<file path="config.mk">
export PLATFORM = sky130hd
export DESIGN_NAME = match_action_issuer
export DESIGN_NICKNAME = d
export VERILOG_FILES = /design/src/rtl/match_action_issuer.sv
export SDC_FILE = /design/constraint.sdc
export NUM_CORES = 2
export LEC_CHECK = 0
export CAP_MARGIN = 20
export CELL_PAD_IN_SITES_DETAIL_PLACEMENT = 1
export CELL_PAD_IN_SITES_GLOBAL_PLACEMENT = 1
export CORE_ASPECT_RATIO = 1.2
export CORE_MARGIN = 3
export CORE_UTILIZATION = 43
export DETAILED_ROUTE_END_ITERATION = 16
export GPL_ROUTABILITY_DRIVEN = 0
export PLACE_DENSITY = 0.74
export SETUP_SLACK_MARGIN = 0.02
export SYNTH_ARGS = -nofsm -noshare
export SYNTH_HDL_FRONTEND = slang
export SYNTH_SLANG_ARGS = --single-unit
</file>
<file path="constraint.sdc">
create_clock -name aclk -period 18.3 [get_ports aclk]
set_clock_uncertainty 0.1 [all_clocks]
set_input_delay 4.575 -clock aclk [delete_from_list [all_inputs] [get_ports aclk]]
set_output_delay 4.575 -clock aclk [all_outputs]
set_load 0.01 [all_outputs]
</file>
<file path="src/rtl/match_action_issuer.sv">
// match_action_issuer: two-stage exact-match table lookup that issues action_id/action_data aligned with each packet beat.
// Optional hit/miss counters are built only when MATCH_ACTION_ISSUER_STATS_EN is defined; otherwise both read 0.
module match_action_issuer #(
    parameter int DATA_WIDTH = 512,
    parameter int KEY_WIDTH = 32,
    parameter int ACTION_DATA_WIDTH = 128,
    parameter int TABLE_DEPTH = 16,
    parameter logic [2:0] DEFAULT_ACTION_ID = 3'd1
) (
    input  logic                           aclk,
    input  logic                           areset,
    input  logic [DATA_WIDTH-1:0]          packet_in,
    input  logic [KEY_WIDTH-1:0]           lookup_key,
    input  logic                           packet_valid,
    output logic                           packet_ready,
    output logic [DATA_WIDTH-1:0]          packet_out,
    output logic                           packet_out_valid,
    input  logic                           packet_out_ready,
    output logic [2:0]                     action_id,
    output logic [ACTION_DATA_WIDTH-1:0]   action_data,
    output logic                           action_valid,
    output logic                           lookup_hit,
    input  logic                           tbl_wr_en,
    input  logic [$clog2(TABLE_DEPTH)-1:0] tbl_wr_idx,
    input  logic                           tbl_wr_entry_valid,
    input  logic [KEY_WIDTH-1:0]           tbl_wr_key,
    input  logic [2:0]                     tbl_wr_action_id,
    input  logic [ACTION_DATA_WIDTH-1:0]   tbl_wr_action_data,
    input  logic                           tbl_clear,
    output logic [31:0]                    hit_count,
    output logic [31:0]                    miss_count
);
    localparam int IW = $clog2(TABLE_DEPTH);
    logic                         r_s1_valid;
    logic [DATA_WIDTH-1:0]        r_s1_data;
    logic [KEY_WIDTH-1:0]         r_s1_key;
    logic [TABLE_DEPTH-1:0]       r_ent_valid;
    logic [KEY_WIDTH-1:0]         r_ent_key [TABLE_DEPTH];
    logic [2:0]                   r_ent_id [TABLE_DEPTH];
    logic [ACTION_DATA_WIDTH-1:0] r_ent_data [TABLE_DEPTH];
    logic                         w_stall;
    logic                         w_hit;
    logic [IW-1:0]                w_idx;

    assign w_stall = packet_out_valid && !packet_out_ready;
    assign packet_ready = !w_stall;
    assign action_valid = packet_out_valid;

    always_ff @(posedge aclk) begin
        if (areset)
            r_s1_valid <= 1'b0;
        else if (!w_stall)
            r_s1_valid <= packet_valid;
    end

    always_ff @(posedge aclk) begin
        if (!w_stall && packet_valid) begin
            r_s1_data <= packet_in;
            r_s1_key  <= lookup_key;
        end
    end

    // Descending scan so the lowest matching index is the last assignment and wins.
    always_comb begin
        w_hit = 1'b0;
        w_idx = '0;
        for (int i = TABLE_DEPTH - 1; i >= 0; i--) begin
            if (r_ent_valid[i] && r_ent_key[i] == r_s1_key) begin
                w_hit = 1'b1;
                w_idx = i[IW-1:0];
            end
        end
    end

    always_ff @(posedge aclk) begin
        if (areset) begin
            packet_out_valid <= 1'b0;
            packet_out       <= '0;
            action_id        <= '0;
            action_data      <= '0;
            lookup_hit       <= 1'b0;
        end else if (!w_stall) begin
            packet_out_valid <= r_s1_valid;
            if (r_s1_valid) begin
                packet_out  <= r_s1_data;
                action_id   <= w_hit ? r_ent_id[w_idx] : DEFAULT_ACTION_ID;
                action_data <= w_hit ? r_ent_data[w_idx] : '0;
                lookup_hit  <= w_hit;
            end
        end
    end

    // Clear beats a same-cycle write, so the written entry stays invalid.
    always_ff @(posedge aclk) begin
        if (areset || tbl_clear)
            r_ent_valid <= '0;
        else if (tbl_wr_en)
            r_ent_valid[tbl_wr_idx] <= tbl_wr_entry_valid;
    end

    always_ff @(posedge aclk) begin
        if (tbl_wr_en && !tbl_clear) begin
            r_ent_key[tbl_wr_idx]  <= tbl_wr_key;
            r_ent_id[tbl_wr_idx]   <= tbl_wr_action_id;
            r_ent_data[tbl_wr_idx] <= tbl_wr_action_data;
        end
    end

`ifdef MATCH_ACTION_ISSUER_STATS_EN
    logic [31:0] r_hit_cnt;
    logic [31:0] r_miss_cnt;

    always_ff @(posedge aclk) begin
        if (areset) begin
            r_hit_cnt  <= '0;
            r_miss_cnt <= '0;
        end else if (r_s1_valid && !w_stall) begin
            if (w_hit && r_hit_cnt != '1)
                r_hit_cnt <= r_hit_cnt + 32'd1;
            if (!w_hit && r_miss_cnt != '1)
                r_miss_cnt <= r_miss_cnt + 32'd1;
        end
    end

    assign hit_count  = r_hit_cnt;
    assign miss_count = r_miss_cnt;
`else
    assign hit_count  = '0;
    assign miss_count = '0;
`endif
endmodule

</file>
## Yosys cells after proc, flatten, opt, wreduce, memory -nomap -nowiden

Memories as Yosys holds them, arrays and structs flattened.
Index checks and enable logic that the tools add are counted.
W data, S select, Z words.

- Memory bits (read-only): 0
- Word-level logic and storage cells: 95
- Bits in latches: 0
- Memories: 3
- Input port bits: 718
- Output and inout bits: 711
- Bits in writable memories: 2608
- Flip-flop bits (word level): 1206

- Shifts and indexed selects: 0
- Order comparisons: 2
- Add/sub/neg operators: 0
- Reductions and logical operators: 25
- Multiply operators: 0
- Equal/unequal tests: 16
- Divide/modulo/power cells: 0
- Multiplexer cells: 39
- Bitwise operators: 1

Memories:

| name | depth | width | rd ports | clocked after Yosys merged registers in | write ports | RTL line | text |
|---|---|---|---|---|---|---|---|
| r_ent_data | 16 | 128 | 1 | 0 | 1 | 40 | `logic [ACTION_DATA_WIDTH-1:0] r_ent_data [TABLE_DEPTH];` |
| r_ent_key | 16 | 32 | 16 | 0 | 1 | 38 | `logic [KEY_WIDTH-1:0] r_ent_key [TABLE_DEPTH];` |
| r_ent_id | 16 | 3 | 1 | 0 | 1 | 39 | `logic [2:0] r_ent_id [TABLE_DEPTH];` |

Operators by type and width:

| kind | number |
|---|---|
| $eq A32 B32 Y1 | 16 |
| $mux W128 | 1 |
| $mux W4 | 16 |
| $logic_and A1 B1 Y1 | 20 |
| $mux W1 | 19 |
| $bwmux W16 | 1 |
| $lt A4 B5 Y1 const B | 1 |
| $demux W1 S4 | 1 |
| $ge A4 B1 Y1 const B | 1 |
| $logic_not A1 Y1 | 3 |
| $mux W3 | 1 |
| $reduce_and A2 Y1 | 1 |
| $logic_or A1 B1 Y1 | 1 |
| $not A1 Y1 | 1 |

## Logic depth before layout (Yosys ltp)

An unclocked memory read counts as a cell.

- Word-level depth: 21
- Depth in mapped cells: 18
- Depth with buffers taken out: 12

## Least setup slack after synthesis

No wires, ideal clock.

- Path type: input to register
- From: in packet_out_ready
- To: reg r_s1_data[0] (enable)
- Data required time: 17.221 ns
- Data arrival time: 17.228 ns
- Setup time: 0.979 ns
- Path slack: -0.007 ns
- Cell stages on the path: 3
- Cells stage by stage: nand2b_1 -> clkbuf_1 -> and2_1

- Cells in the longest elaborated chain, start to end: 4

Ends and longest elaborated chain:

| item | RTL line | text |
|---|---|---|
| from (decl) | 18 | `input logic packet_out_ready,` |
| $logic_not A1 Y1 | 45 | `assign w_stall = packet_out_valid && !packet_out_ready;` |
| $logic_and A1 B1 Y1 | 45 |  |
| $logic_not A1 Y1 | n/a |  |
| via packet_ready | 15 | `output logic packet_ready,` |
| $logic_and A1 B1 Y1 | 57 | `if (!w_stall && packet_valid) begin` |
| to (signal assigned) | 58 | `r_s1_data <= packet_in;` |
| to (decl) | 35 | `logic [DATA_WIDTH-1:0] r_s1_data;` |

The timed path passes the listed nets, and every way through them passes these cells.
A chain may end at the register's enable or synchronous reset.

## Final worst setup path

- From: in packet_out_ready
- To: out packet_ready

- Cells in the longest elaborated chain, start to end: 3

Ends and longest elaborated chain:

| item | RTL line |
|---|---|
| $logic_not A1 Y1 | 45 |
| $logic_and A1 B1 Y1 | 45 |
| $logic_not A1 Y1 | n/a |
| to (decl) | 15 |

No other way between the ends.

==> impl_results.md <==
* Router iterations before antenna repair at 5
* VDD IR-drop max at 0.08373 mV
* WP data arrival at 5.94 ns
* Status: complete, no violations
* Hold EP: packet_out[70]
* Hold Crit Start: packet_out[70]
* Slew headroom at 22.99%
* Mapped Cells at 9310
* Synthesized area at 143300 sq um
* Global-route wire length before repair at 742300 um
* Count of flip-flops with a built-in enable after synthesis at 3152
* Met2 Use GR at 49.75%
* Total gr overflow at 0
* TritonCTS Sinks at 3814
* Port Buffers at 1364
* Die Area at 340200 sq um
* Final Setup Violations at 0
* Via count at 89.08k
* DR DRC count at 0
* Max-slew violation count at 0
* Period utilization at 58.03%
* Worst-case clock buffer depth at 4
* Quantity of hold-fixing buffers added after cts at 0
* Final Routed Wirelength at 550400 um
* CP Launch Type: primary input
* F_max at 94.17 MHz
* Hold Vio Cnt, Final at 0
* Setup TNS at 0 ns
* # IOs at 1429
* Hold Crit Depth at 2
* GR peak layer: met2
* GR Util met3 at 9.898%
* Worst reg2reg path endpoint: action_data[33]
* Antenna-violating nets left at 0
* Min Hold Slack at 0.3542 ns
* Slew @ Worst Pin at 1.155 ns
* Worst EP required at 13.62 ns
* Core area at 330900 sq um
* Flop2flop setup slack at 10.30 ns
* Crit Path Category: in -> out
* R2r worst-path depth at 16
* Synth warn at 0
* Overall Power at 18.79 mW
* Synth cell types at 53
* Routing usage on met1 at 36.50%
* Num CTS Buffers at 380
* DRT iter0 DRCs at 10.05k
* Area grow syn2layout at 21.75%
* Global Route Usage Sum at 31.27%
* Resized cells post-CTS at 0
* Pleak at 57.17 nW
* Pin count of the biggest net entering global routing at 211
* Vias per inst at 5.740
* Primary FF master, synth: edfxtp_1
* Unrepaired setup endpoints after global routing: no
* CTS tree: yes
* HPWL after DPL at 370600 um
* Rows at 231
* Post-synth ARST share at 0%
* Worst-Skew Late Latency at 0.96 ns
* Vias in the first global route at 90.60k
* Critical Path Fanout Max at 6
* Yosys reg bits at 3814
* Root buf cell: clkbuf_16
* Die X at 533.0 um
* Max cap viols at 0
* Critical R2R Launch: r_s1_key[7]
* Htree depth at 5
* Routed len/inst at 35.46 um
* Worst min-delay path class: reg -> reg
* Mean Syn Cell Area at 15.39 sq um
* Chip height at 638.3 um
* Initial antenna violation count at 205
* Clock-pin slew on the worst setup and hold paths at 0.05 ns
* Fin crit period at 10.62 ns
* # Post-CTS Setup Buffers at 0
* Pwr dens at 107.7 nW/um^2
* Setup crit end kind: output pin
* Sequential share of the synthesized area at 75.31%
* Share of post-route cells with drive strength above 1 at 12.88%
* Initial Util at 43.30%
* Net count, final at 11.40k
## state kept, by name, indices dropped and copies added (netlist names)
register / flops
lookup_hit: 1
r_s1_key: 32
r_ent_valid: 16
r_s1_data: 512
r_ent_key: 512
action_data: 128
r_ent_data: 2048
r_ent_id: 48
action_id: 3
packet_out: 512
r_s1_valid: 1
action_valid: 1
## critical path, stage by stage
cell and delay (ns):
clkdlybuf4s50_1 0.46, nand2b_1 0.29, clkdlybuf4s50_1 0.62
## final cells by class
class / instances / area (sq um)
Multi-Input combinational cell: 4941 / 32550
Sequential cell: 3814 / 107900
Tap cell: 4427 / 5539
Inverter: 5 / 18.77
Fill cell: 31370 / 156500
Clock buffer: 492 / 10470
Timing Repair Buffer: 1544 / 15370
Clock inverter: 218 / 2396
Antenna cell: 79 / 197.7
## cells by family after synthesis
family | count (synthesis) | share of synthesized area [%]
flops | 3814 | 75.31
simple gates | 1971 | 5.529
compound gates | 1339 | 5.936
mux | 1059 | 7.852
buf+inv | 618 | 2.264
xor+xnor | 508 | 3.105
other cells | 1 | 0.002617
## worst max-delay path by stage
stage                     slack, ns               end             start  cells after the start
final                          7.68      packet_ready  packet_out_ready                      3
after global routing           7.67      packet_ready  packet_out_ready                      3
after CTS                      7.70      packet_ready  packet_out_ready                      3
after detailed placement       7.71      packet_ready  packet_out_ready                      3
after global placement         7.75      packet_ready  packet_out_ready                      3
after floorplan                5.50  r_ent_data[0][0]     tbl_wr_idx[2]                      3
## synthesized netlist by cell type, drive strengths merged (3+ instances only)
cell / n / area, sq um
clkbuf: 302 / 1135
or3: 5 / 36.28
buf: 311 / 2091
dfxtp: 662 / 13250
xnor2: 129 / 1130
a21oi: 531 / 2658
nand4: 46 / 287.8
mux2: 520 / 5856
a221o: 130 / 1301
nor3: 26 / 130.1
nor2: 51 / 191.4
xor2: 379 / 3319
nor4: 91 / 575.6
and2: 3 / 18.77
nand2: 1699 / 6377
or4: 3 / 26.27
and3: 3 / 18.77
o211ai: 4 / 30.03
mux2i: 539 / 5395
nor2b: 3 / 18.77
nand3: 27 / 135.1
o221ai: 130 / 1752
inv: 5 / 18.77
o21ai: 536 / 2698
nand2b: 3 / 18.77
or2: 4 / 25.02
edfxtp: 3152 / 94650
## per-stage QoR
step / setup slack, ns / util, % / instances / area [sq um]
6_report: 7.681 / 52.71 / 15520 / 174400
5_1_grt: 7.672 / 52.68 / 15480 / 174300
4_1_cts: 7.701 / 52.64 / 15440 / 174200
3_5_place_dp: 7.711 / 48.75 / 14730 / 161300
3_3_place_gp: 7.745 / 48.72 / 14720 / 161200
2_1_floorplan: 5.495 / - / 9373 / 143500
## power by group
part           internal [mW]  switching, mW
registers               9.61          0.147
clock network           4.65           3.44
logic                  0.336          0.602
## cells in the final DEF, fill, tap and decap left out, types with 42 or more instances in the layout
cell / count
dfxtp_1: 662
nand2_1: 1697
conb_1: 64
buf_4: 152
bufinv_16: 42
xor2_1: 379
diode_2: 79
edfxtp_1: 3152
clkbuf_16: 388
o21ai_0: 486
nand4_1: 46
nor4_1: 90
xnor2_1: 129
mux2i_1: 539
o221ai_2: 98
clkdlybuf4s50_1: 1363
a221o_1: 130
a21oi_1: 530
clkinv_1: 61
clkbuf_1: 66
o21ai_1: 48
mux2_2: 520
clkinv_2: 78
## layer usage
metal / vias to the layer above / part of all wire (%) / wire length (um)
li1: 37140 / - / -
met1: 46020 / 35 / 193500
met2: 4496 / 46 / 254700
met3: 1289 / 10 / 57050
met4: 132 / 8.0 / 44260
met5: - / 0.15 / 838
Note: power is estimated with default switching activity, not from simulation.
